[config.mk]
export PLATFORM = sky130hd
export DESIGN_NAME = sig_z_pack_buffer
export DESIGN_NICKNAME = d
export VERILOG_FILES = /design/src/rtl/sig_z_pack_defines_pkg.sv /design/src/rtl/sig_z_pack_buffer.sv
export SDC_FILE = /design/constraint.sdc
export NUM_CORES = 1
export LEC_CHECK = 0
export CORE_MARGIN = 4
export CORE_UTILIZATION = 50
export DETAILED_ROUTE_END_ITERATION = 7
export GPL_TIMING_DRIVEN = 0
export PLACE_DENSITY = 0.77
export RECOVER_POWER = 100
export SETUP_SLACK_MARGIN = 0.4
export SLEW_MARGIN = 10
export SYNTH_ARGS = -nofsm -noshare
export SYNTH_HDL_FRONTEND = slang
export SYNTH_SLANG_ARGS = --single-unit
[constraint.sdc]
create_clock -name clk -period 4.4 [get_ports clk]
set_input_delay 0.88 -clock clk [delete_from_list [all_inputs] [get_ports clk]]
set_output_delay 0.88 -clock clk [all_outputs]
set_load 0.05 [all_outputs]
[src/rtl/sig_z_pack_defines_pkg.sv]
// Shared constants and FSM encoding for the ML-DSA signature z BitPack buffer.
package sig_z_pack_defines_pkg;

    localparam int COEFF_W         = 20;
    localparam int COEFFS_PER_BEAT = 4;
    localparam int NUM_POLY        = 7;
    localparam int N               = 256;
    localparam int WORD_W          = 32;

    localparam int BEAT_W      = COEFF_W * COEFFS_PER_BEAT;
    localparam int BUF_W       = 128;
    localparam int FILL_W      = 8;
    localparam int BEAT_CNT_W  = 9;
    localparam int ADDR_W      = 11;
    localparam int FILL_IN_MAX = BUF_W - BEAT_W;

    localparam int TOTAL_BEATS = NUM_POLY * N / COEFFS_PER_BEAT;
    localparam int TOTAL_WORDS = NUM_POLY * N * COEFF_W / WORD_W;

    typedef enum logic [1:0] {
        IDLE,
        RUN,
        DRAIN,
        DONE
    } state_e;

endpackage

[src/rtl/sig_z_pack_buffer.sv]
// Packs 4x20-bit z coefficients per beat into a little-endian 32-bit word stream.
// Define SIG_Z_PACK_PROTO_CHK_EN to build the sticky protocol-error checker.
module sig_z_pack_buffer
    import sig_z_pack_defines_pkg::*;
(
    input  logic              clk,
    input  logic              reset_n,
    input  logic              zeroize,
    input  logic              start,
    input  logic              in_valid,
    input  logic [BEAT_W-1:0] in_data,
    output logic              in_ready,
    output logic              out_valid,
    input  logic              out_ready,
    output logic [WORD_W-1:0] out_data,
    output logic [ADDR_W-1:0] out_addr,
    output logic              busy,
    output logic              done,
    output logic              error
);

    state_e                state_q, state_d;
    logic [BUF_W-1:0]      pbuf_q, pbuf_d, pbuf_pop;
    logic [FILL_W-1:0]     fill_q, fill_d, fill_pop;
    logic [BEAT_CNT_W-1:0] beat_q, beat_d;
    logic [ADDR_W-1:0]     word_q, word_d;
    logic                  in_fire, out_fire, active;

    assign active    = (state_q == RUN) || (state_q == DRAIN);
    assign out_valid = active && (fill_q >= FILL_W'(WORD_W));
    // Registered-only ready: room for a full beat without counting a same-cycle pop.
    assign in_ready  = (state_q == RUN) && (fill_q <= FILL_W'(FILL_IN_MAX));
    assign in_fire   = in_valid && in_ready;
    assign out_fire  = out_valid && out_ready;
    assign out_data  = pbuf_q[WORD_W-1:0];
    assign out_addr  = word_q;
    assign busy      = (state_q != IDLE);
    assign done      = (state_q == DONE);

    always_comb begin
        pbuf_pop = out_fire ? (pbuf_q >> WORD_W) : pbuf_q;
        fill_pop = out_fire ? (fill_q - FILL_W'(WORD_W)) : fill_q;
        pbuf_d   = pbuf_pop;
        fill_d   = fill_pop;
        beat_d   = beat_q;
        word_d   = out_fire ? (word_q + ADDR_W'(1)) : word_q;
        state_d  = state_q;

        if (in_fire) begin
            pbuf_d = pbuf_pop | (BUF_W'(in_data) << fill_pop);
            fill_d = fill_pop + FILL_W'(BEAT_W);
            beat_d = beat_q + BEAT_CNT_W'(1);
        end

        unique case (state_q)
            IDLE: begin
                if (start) state_d = RUN;
            end
            RUN: begin
                if (in_fire && (beat_q == BEAT_CNT_W'(TOTAL_BEATS - 1)))
                    state_d = DRAIN;
            end
            DRAIN: begin
                if (fill_d == '0) state_d = DONE;
            end
            DONE: begin
                state_d = IDLE;
                beat_d  = '0;
                word_d  = '0;
            end
            default: state_d = IDLE;
        endcase

        if (zeroize) begin
            state_d = IDLE;
            pbuf_d  = '0;
            fill_d  = '0;
            beat_d  = '0;
            word_d  = '0;
        end
    end

    always_ff @(posedge clk or negedge reset_n) begin
        if (!reset_n) begin
            state_q <= IDLE;
            pbuf_q  <= '0;
            fill_q  <= '0;
            beat_q  <= '0;
            word_q  <= '0;
        end else begin
            state_q <= state_d;
            pbuf_q  <= pbuf_d;
            fill_q  <= fill_d;
            beat_q  <= beat_d;
            word_q  <= word_d;
        end
    end

`ifdef SIG_Z_PACK_PROTO_CHK_EN
    logic err_q, err_d;

    always_comb begin
        err_d = err_q
              | (start && busy)
              | (in_valid && (state_q != RUN))
              | (out_fire && (word_q >= ADDR_W'(TOTAL_WORDS)));
        if (zeroize) err_d = 1'b0;
    end

    always_ff @(posedge clk or negedge reset_n) begin
        if (!reset_n) err_q <= 1'b0;
        else          err_q <= err_d;
    end

    assign error = err_q;
`else
    assign error = 1'b0;
`endif

endmodule

* Yosys cells after proc, flatten, opt, wreduce, memory -nomap -nowiden
Index checks and enable logic that the tools add are counted.
** Cells by class
- Bitwise operators :: 1
- Reductions and logical operators :: 12
- $add $sub $neg :: 4
- Eq/ne operators :: 7
- Mux-type cells :: 17
- Shift-type cells :: 1
- $lt $le $gt $ge :: 2
** Operator list (number)
- $mux 128 :: 3
- $or 128x128->128 :: 1
- $shl 80x8->128 :: 1
- $mux 11 :: 3
- $mux 9 :: 3
- $mux 8 :: 3
- $add 11x1->11 const B :: 1
- $add 9x1->9 const B :: 1
- $eq 9x9->1 const B :: 1
- $add 8x7->8 const B :: 1
- $ge 8x6->1 const B :: 1
- $le 8x6->1 const B :: 1
- $logic_not 8->1 :: 1
- $mux 2 :: 4
- $pmux 2 s4 :: 1
- $sub 8x6->8 const B :: 1
- $ne 3x2->1 const B :: 2
- $reduce_bool 3->1 :: 2
- $logic_and 1x1->1 :: 5
- $eq 2x2->1 const B :: 2
- $ne 3x3->1 const B :: 1
- $reduce_and 3->1 :: 1
- $eq 2x1->1 const B :: 1
- $logic_not 2->1 :: 1
- other kinds (2) :: 2
** Storage, ports and cells
- Logic and storage cells :: 49
- Input bits :: 86
- Bits in registers :: 158

* Depth between registers and ports, before layout
- Depth in word-level cells :: 11
- Depth in mapped cells :: 14
- Depth with buffers taken out :: 10

* Worst setup path after synthesis
OpenSTA, ideal clock, no wires.
- Path kind :: reg2reg
- Start point :: register state_q[0]
- End point :: register state_q[1]
- Data arrival time :: 3.076 ns
- Path buffers :: 4
- Library setup time :: 0.079 ns
- Slack :: 1.244 ns
- Stages on the path, launching flop included :: 15
- Period minus slack after synthesis :: 3.156 ns
- Path through :: dfrtp_1 inv_1 ha_1 clkbuf_1 o211ai_1 o21a_1 inv_2 buf_2 buf_2 buf_2 ha_1 nor3b_1 a21oi_1 a2111oi_4 mux2i_1
** On the way
- Cells in the longest elaborated chain, start to end :: 10
** Ends and longest elaborated chain
- start, declared :: RTL line sig_z_pack_buffer.sv:22 : state_e state_q, state_d;
- start signal, assigned :: RTL line sig_z_pack_buffer.sv:91 : state_q <= state_d;
- $eq 2x1->1 / $eq 2x2->1 (equally long branches) :: RTL line sig_z_pack_buffer.sv:29, sig_z_pack_buffer.sv:32, sig_z_pack_buffer.sv:55
- $logic_or 1x1->1 :: RTL line sig_z_pack_buffer.sv:29 : assign active = (state_q == RUN) || (state_q == DRAIN);
- $logic_and 1x1->1 :: RTL line sig_z_pack_buffer.sv:30 : assign out_valid = active && (fill_q >= FILL_W'(WORD_W));
- $logic_and 1x1->1 :: RTL line sig_z_pack_buffer.sv:34 : assign out_fire = out_valid && out_ready;
- $mux 8 :: RTL line sig_z_pack_buffer.sv:42 : fill_pop = out_fire ? (fill_q - FILL_W'(WORD_W)) : fill_q;
- $add 8x7->8 :: RTL line sig_z_pack_buffer.sv:51 : fill_d = fill_pop + FILL_W'(BEAT_W);
- $mux 8 :: RTL line sig_z_pack_buffer.sv:49 : if (in_fire) begin
- $logic_not 8->1 :: RTL line sig_z_pack_buffer.sv:64 : if (fill_d == '0) state_d = DONE;
- $ne 3x2->1 (no line)
- $reduce_and 3->1 (no line)
Several ways; a longest one is shown, not always the timed one.
A chain may end at the register's enable or synchronous reset.

* Worst setup path after layout
- Start point :: input out_ready
- End point :: register state_q[0]
** On the way
- Cells in the longest elaborated chain, start to end :: 7
** Ends and longest elaborated chain
- start, declared :: RTL line sig_z_pack_buffer.sv:14 : input logic out_ready,
- $logic_and 1x1->1 (*) :: RTL line sig_z_pack_buffer.sv:34
- $mux 8 (*) :: RTL line sig_z_pack_buffer.sv:42
- $add 8x7->8 :: RTL line sig_z_pack_buffer.sv:51
- $mux 8 (*) :: RTL line sig_z_pack_buffer.sv:49
- $logic_not 8->1 (*) :: RTL line sig_z_pack_buffer.sv:64
- $ne 3x2->1 (no line) (*)
- $reduce_and 3->1 (no line) (*)
Every way passes the cells marked *; elsewhere a longest branch is shown, timed or not.

==> run summary <==
Critical path's most frequent cell: sky130_fd_sc_hd__buf_2. Core footprint: 18700 sq um. The clock latency of the later-clocked register in the worst-skew pair is 440 ps. The total count of max-transition violations in the final report is 49. The number of antenna violations at the first check in global routing came out at 0. The largest total area in the synthesized netlist belongs to sky130_fd_sc_hd__dfrtp_1.

The clock drives 154 sinks. The clock passes through at most 2 buffers. The Yosys step of the flow raised 0 warnings. After detailed routing, the average wire length per cell comes to 22.8 um. The critical path goes through dlygate4sd3_1 > o211ai_1 > o21a_1 > inv_1 > buf_2 > clkbuf_4 > buf_2 > ha_1 > nor3b_1 > a21oi_1 > a2111oi_4 > o221a_1.

For the final database, setup skew stands at 11.8 ps. In this run the clock root is driven by a sky130_fd_sc_hd__clkbuf_16. The tools report the netlist area before placement as 9530 sq um. The worst-case IR drop observed on VDD is 0.000346 V. Along the worst path, the maximum fanout reaches 10.

The HPWL after detailed placement is 26800 um. For this design the static power due to leakage is 4.74 nW. In the post-synthesis netlist, the biggest area contributors are sky130_fd_sc_hd__dfrtp_1 40%, sky130_fd_sc_hd__nand2_1 11%, sky130_fd_sc_hd__mux2i_1 10%, sky130_fd_sc_hd__a31oi_1 6.3%, sky130_fd_sc_hd__nor2_1 3.9%. The fraction of synthesized cell area taken by the top area cell type is 40.4%. For this block, the via count after detailed routing is 9529. Counting the buffers created by CTS gives 17.

The worst setup path is of the in2reg kind. The tools report the iteration-0 DRC count of the detailed router as 1003. Dividing the detail-routed via count by the number of cells gives 6.12. From synthesis to final layout, the design area changed by 23.3%. The clock period minus worst slack came out at 3890 ps. Once the floorplan was initialized, standard cells occupied 51.0% of the core. Static timing analysis puts the maximum clock frequency at 257 MHz.

At the end of routability-driven placement, the weighted congestion stood at 1.09. Once placement finished, the instance area stood at 11200 sq um. The number of nets in the layout was 1403; the number of buffer and inverter instances along the worst setup path was 5. The data arrival time of the critical path came out at 4260 ps. Setup violations remaining at the end of the flow were counted as 0. On the final layout, the worst hold slack is 537 ps. TritonCTS built the clock tree. At the worst endpoint, the required time is 4770 ps. The actual slew at the worst max-slew pin came out at 2770 ps.

Setup repair after global routing left no endpoint under its margin. Category of the worst setup path launch point: an input port. The flow ran to the end, but the final reports show violations. The min-delay analysis places its worst path in the category reg2reg.

For the synthesized net count, the log shows 1252. The logs give 40.4% for the post-synthesis sequential area ratio and 47 for the distinct cell type count after synthesis. Buffers placed on the I/O ports in this run total 131. Once the clock tree was built, the setup fixing pass inserted 0 buffers. Global-route wire length before repair: 54100 um. The tools report the total of cells resized after clock tree synthesis as 0. The library cell used most frequently in the layout, excluding fill and tap cells, is sky130_fd_sc_hd__nand2_1. Counting flops and latches in the post-synthesis netlist gives 154. On the worst path, the slowest cell contributes a delay of 680 ps.

The final critical path takes up 88.4% of the cycle. The kind of cell with the highest combined delay along the critical path is buffers and inverters. The die extent in x works out to 146 um. Residual antenna-violating net count after detailed routing: 0. Synthesis produced a netlist whose cell count is 1158.

In the routed design, unresolved DRC markers number 0. The ratio of cells with drive above 1 in the final layout came out at 7.41%. For this design the ratio of total power to cell area is 507 nW/um^2. The number of global-route vias before repair was 9241.

The count of boundary I/O pins was 134. Measured along the y axis, the die boundary spans 146 um. After routing the design area is 11800 sq um.

The number of antenna diodes in the final layout is 0. The overall fraction of global-route tracks in use is 32.8%, and the proportion of register bits with asynchronous set or reset after synthesis is 100%. Clock-pin slew was measured on the worst setup and hold paths at 70 ps.

The worst pin sits at a relative slew slack of -84.8%. For this run, the leading register cell type out of synthesis is sky130_fd_sc_hd__dfrtp_1. The slowest library cell on the worst path is sky130_fd_sc_hd__dlygate4sd3_1.

Each instance of the synthesized netlist takes up on average 8.23 sq um. The run gives 50 as the number of rows in the core area. The final reports fail on capacitance limit, slew limit. Global routing finished with a remaining overflow of 0. The logs give 0 for the total count of hold-check failures in the final report and 35400 um for the overall routed net length. The first TritonRoute pass finished after 5 iterations.

In the layout the commonest cells are 276 x sky130_fd_sc_hd__nand2_1, 154 x sky130_fd_sc_hd__dfrtp_1, 99 x sky130_fd_sc_hd__nor2_1. The H-tree depth is 4. The hold buffer count at cts is 0. The number of flops mapped to enable cells by yosys was 0; the largest net degree at the start of global routing was 107.

The number of maximum-capacitance violations came out at 1. STA classifies the critical path endpoint as a register. The floorplan step defined a die boundary enclosing 21300 sq um.
## per-stage QoR
stage	total power [W]	instances	setup TNS (ps)	worst slack, ps	util (%)
2_1_floorplan	0.00352	1158	0	1240	-
3_3_place_gp	0.00437	1523	-599180	-3910	59.5
3_5_place_dp	0.00441	1524	0	146	59.7
4_1_cts	0.00594	1556	0	538	63.0
5_1_grt	0.00621	1556	0	314	62.9
6_report	0.00596	1556	0	510	62.9
## registers in the layout (all words and copies together), names as in the netlist
register  flops
state_q       2
out_addr     11
fill_q        4
beat_q        9
pbuf_q      128
## metal layers
| metal | part of all wire [%] | wire length, um | track usage (%) | vias up |
|---|---|---|---|---|
| li1 | - | - | - | 4275 |
| met4 | 3.7 | 1300 | 12.4 | 0 |
| met1 | 41 | 14700 | 44.0 | 4574 |
| met2 | 44 | 15700 | 50.5 | 588 |
| met5 | 0 | 0 | 0 | - |
| met3 | 11 | 3780 | 9.59 | 92 |
## where the power goes
part / total, W / switching [W] / internal, W
clock: 0.00154 / 0.000658 / 0.000881
sequential: 0.00170 / 0.000110 / 0.00159
combinational: 0.00272 / 0.00180 / 0.000924
## Yosys cell counts, types with 3 or more instances
| cell | n |
|---|---|
| sky130_fd_sc_hd__or3_1 | 6 |
| sky130_fd_sc_hd__nor2b_1 | 19 |
| sky130_fd_sc_hd__nand3_1 | 20 |
| sky130_fd_sc_hd__mux2_2 | 16 |
| sky130_fd_sc_hd__a22oi_1 | 32 |
| sky130_fd_sc_hd__clkbuf_1 | 74 |
| sky130_fd_sc_hd__buf_1 | 8 |
| sky130_fd_sc_hd__mux2i_1 | 95 |
| sky130_fd_sc_hd__a21oi_1 | 26 |
| sky130_fd_sc_hd__buf_2 | 13 |
| sky130_fd_sc_hd__nand2_1 | 276 |
| sky130_fd_sc_hd__o21ai_0 | 6 |
| sky130_fd_sc_hd__xor2_1 | 11 |
| sky130_fd_sc_hd__nor3_1 | 3 |
| sky130_fd_sc_hd__xnor2_1 | 5 |
| sky130_fd_sc_hd__nor2_1 | 99 |
| sky130_fd_sc_hd__a211oi_1 | 17 |
| sky130_fd_sc_hd__and3_1 | 5 |
| sky130_fd_sc_hd__a31oi_1 | 96 |
| sky130_fd_sc_hd__and2_1 | 4 |
| sky130_fd_sc_hd__inv_1 | 25 |
| sky130_fd_sc_hd__ha_1 | 8 |
| sky130_fd_sc_hd__o22ai_1 | 16 |
| sky130_fd_sc_hd__dfrtp_1 | 154 |
| sky130_fd_sc_hd__nand2b_1 | 16 |
| sky130_fd_sc_hd__buf_4 | 34 |
| sky130_fd_sc_hd__o21ai_1 | 33 |
| sky130_fd_sc_hd__a22o_1 | 16 |
| sky130_fd_sc_hd__nand4_1 | 4 |
## cell families after synthesis
| logic type | count (synthesis) | share of synthesized area [%] |
|---|---|---|
| xor+xnor | 16 | 1.47 |
| fa+ha+maj | 8 | 1.05 |
| simple gates | 458 | 20.0 |
| buf+inv | 156 | 7.73 |
| mux | 111 | 11.9 |
| compound gates | 254 | 17.4 |
| flops | 154 | 40.4 |
| other cells | 1 | 0.0393 |
## worst paths after layout
path / from / endpoint / slack [ps] / cells after the start
worst max-delay path: out_ready / state_q[0] / 510 / 12
worst min-delay path: pbuf_q[68] / pbuf_q[36] / 540 / 2
worst max register to register: state_q[0] / state_q[0] / 670 / 14
worst min register to register: pbuf_q[68] / pbuf_q[36] / 540 / 2
max in group asynchronous: reset_n / pbuf_q[112] / 1490 / 1
min in group asynchronous: reset_n / pbuf_q[88] / 1320 / 1
## worst reg2reg max path, cell delays in order (launching register included)
cell                        delay [ps]
sky130_fd_sc_hd__dfrtp_1           400
sky130_fd_sc_hd__inv_1              80
sky130_fd_sc_hd__ha_1              290
sky130_fd_sc_hd__clkbuf_2          180
sky130_fd_sc_hd__a21bo_2           240
sky130_fd_sc_hd__o21a_1            150
sky130_fd_sc_hd__inv_1             120
sky130_fd_sc_hd__buf_2             340
sky130_fd_sc_hd__clkbuf_4          330
sky130_fd_sc_hd__buf_2             330
sky130_fd_sc_hd__ha_1              320
sky130_fd_sc_hd__nor3b_1           200
sky130_fd_sc_hd__a21oi_1           120
sky130_fd_sc_hd__a2111oi_4         320
sky130_fd_sc_hd__o221a_1           240
## layout make-up
class | count | area, sq um
repair buffers | 132 | 1330
plain buffers | 130 | 636
clock inverters | 13 | 155
inverters | 26 | 97.6
multi-input cells | 848 | 4940
flip-flops and latches | 154 | 3850
well taps | 234 | 293
clock buffers | 19 | 453
fillers | 1616 | 6950
Note: power is estimated with default switching activity, not from simulation.
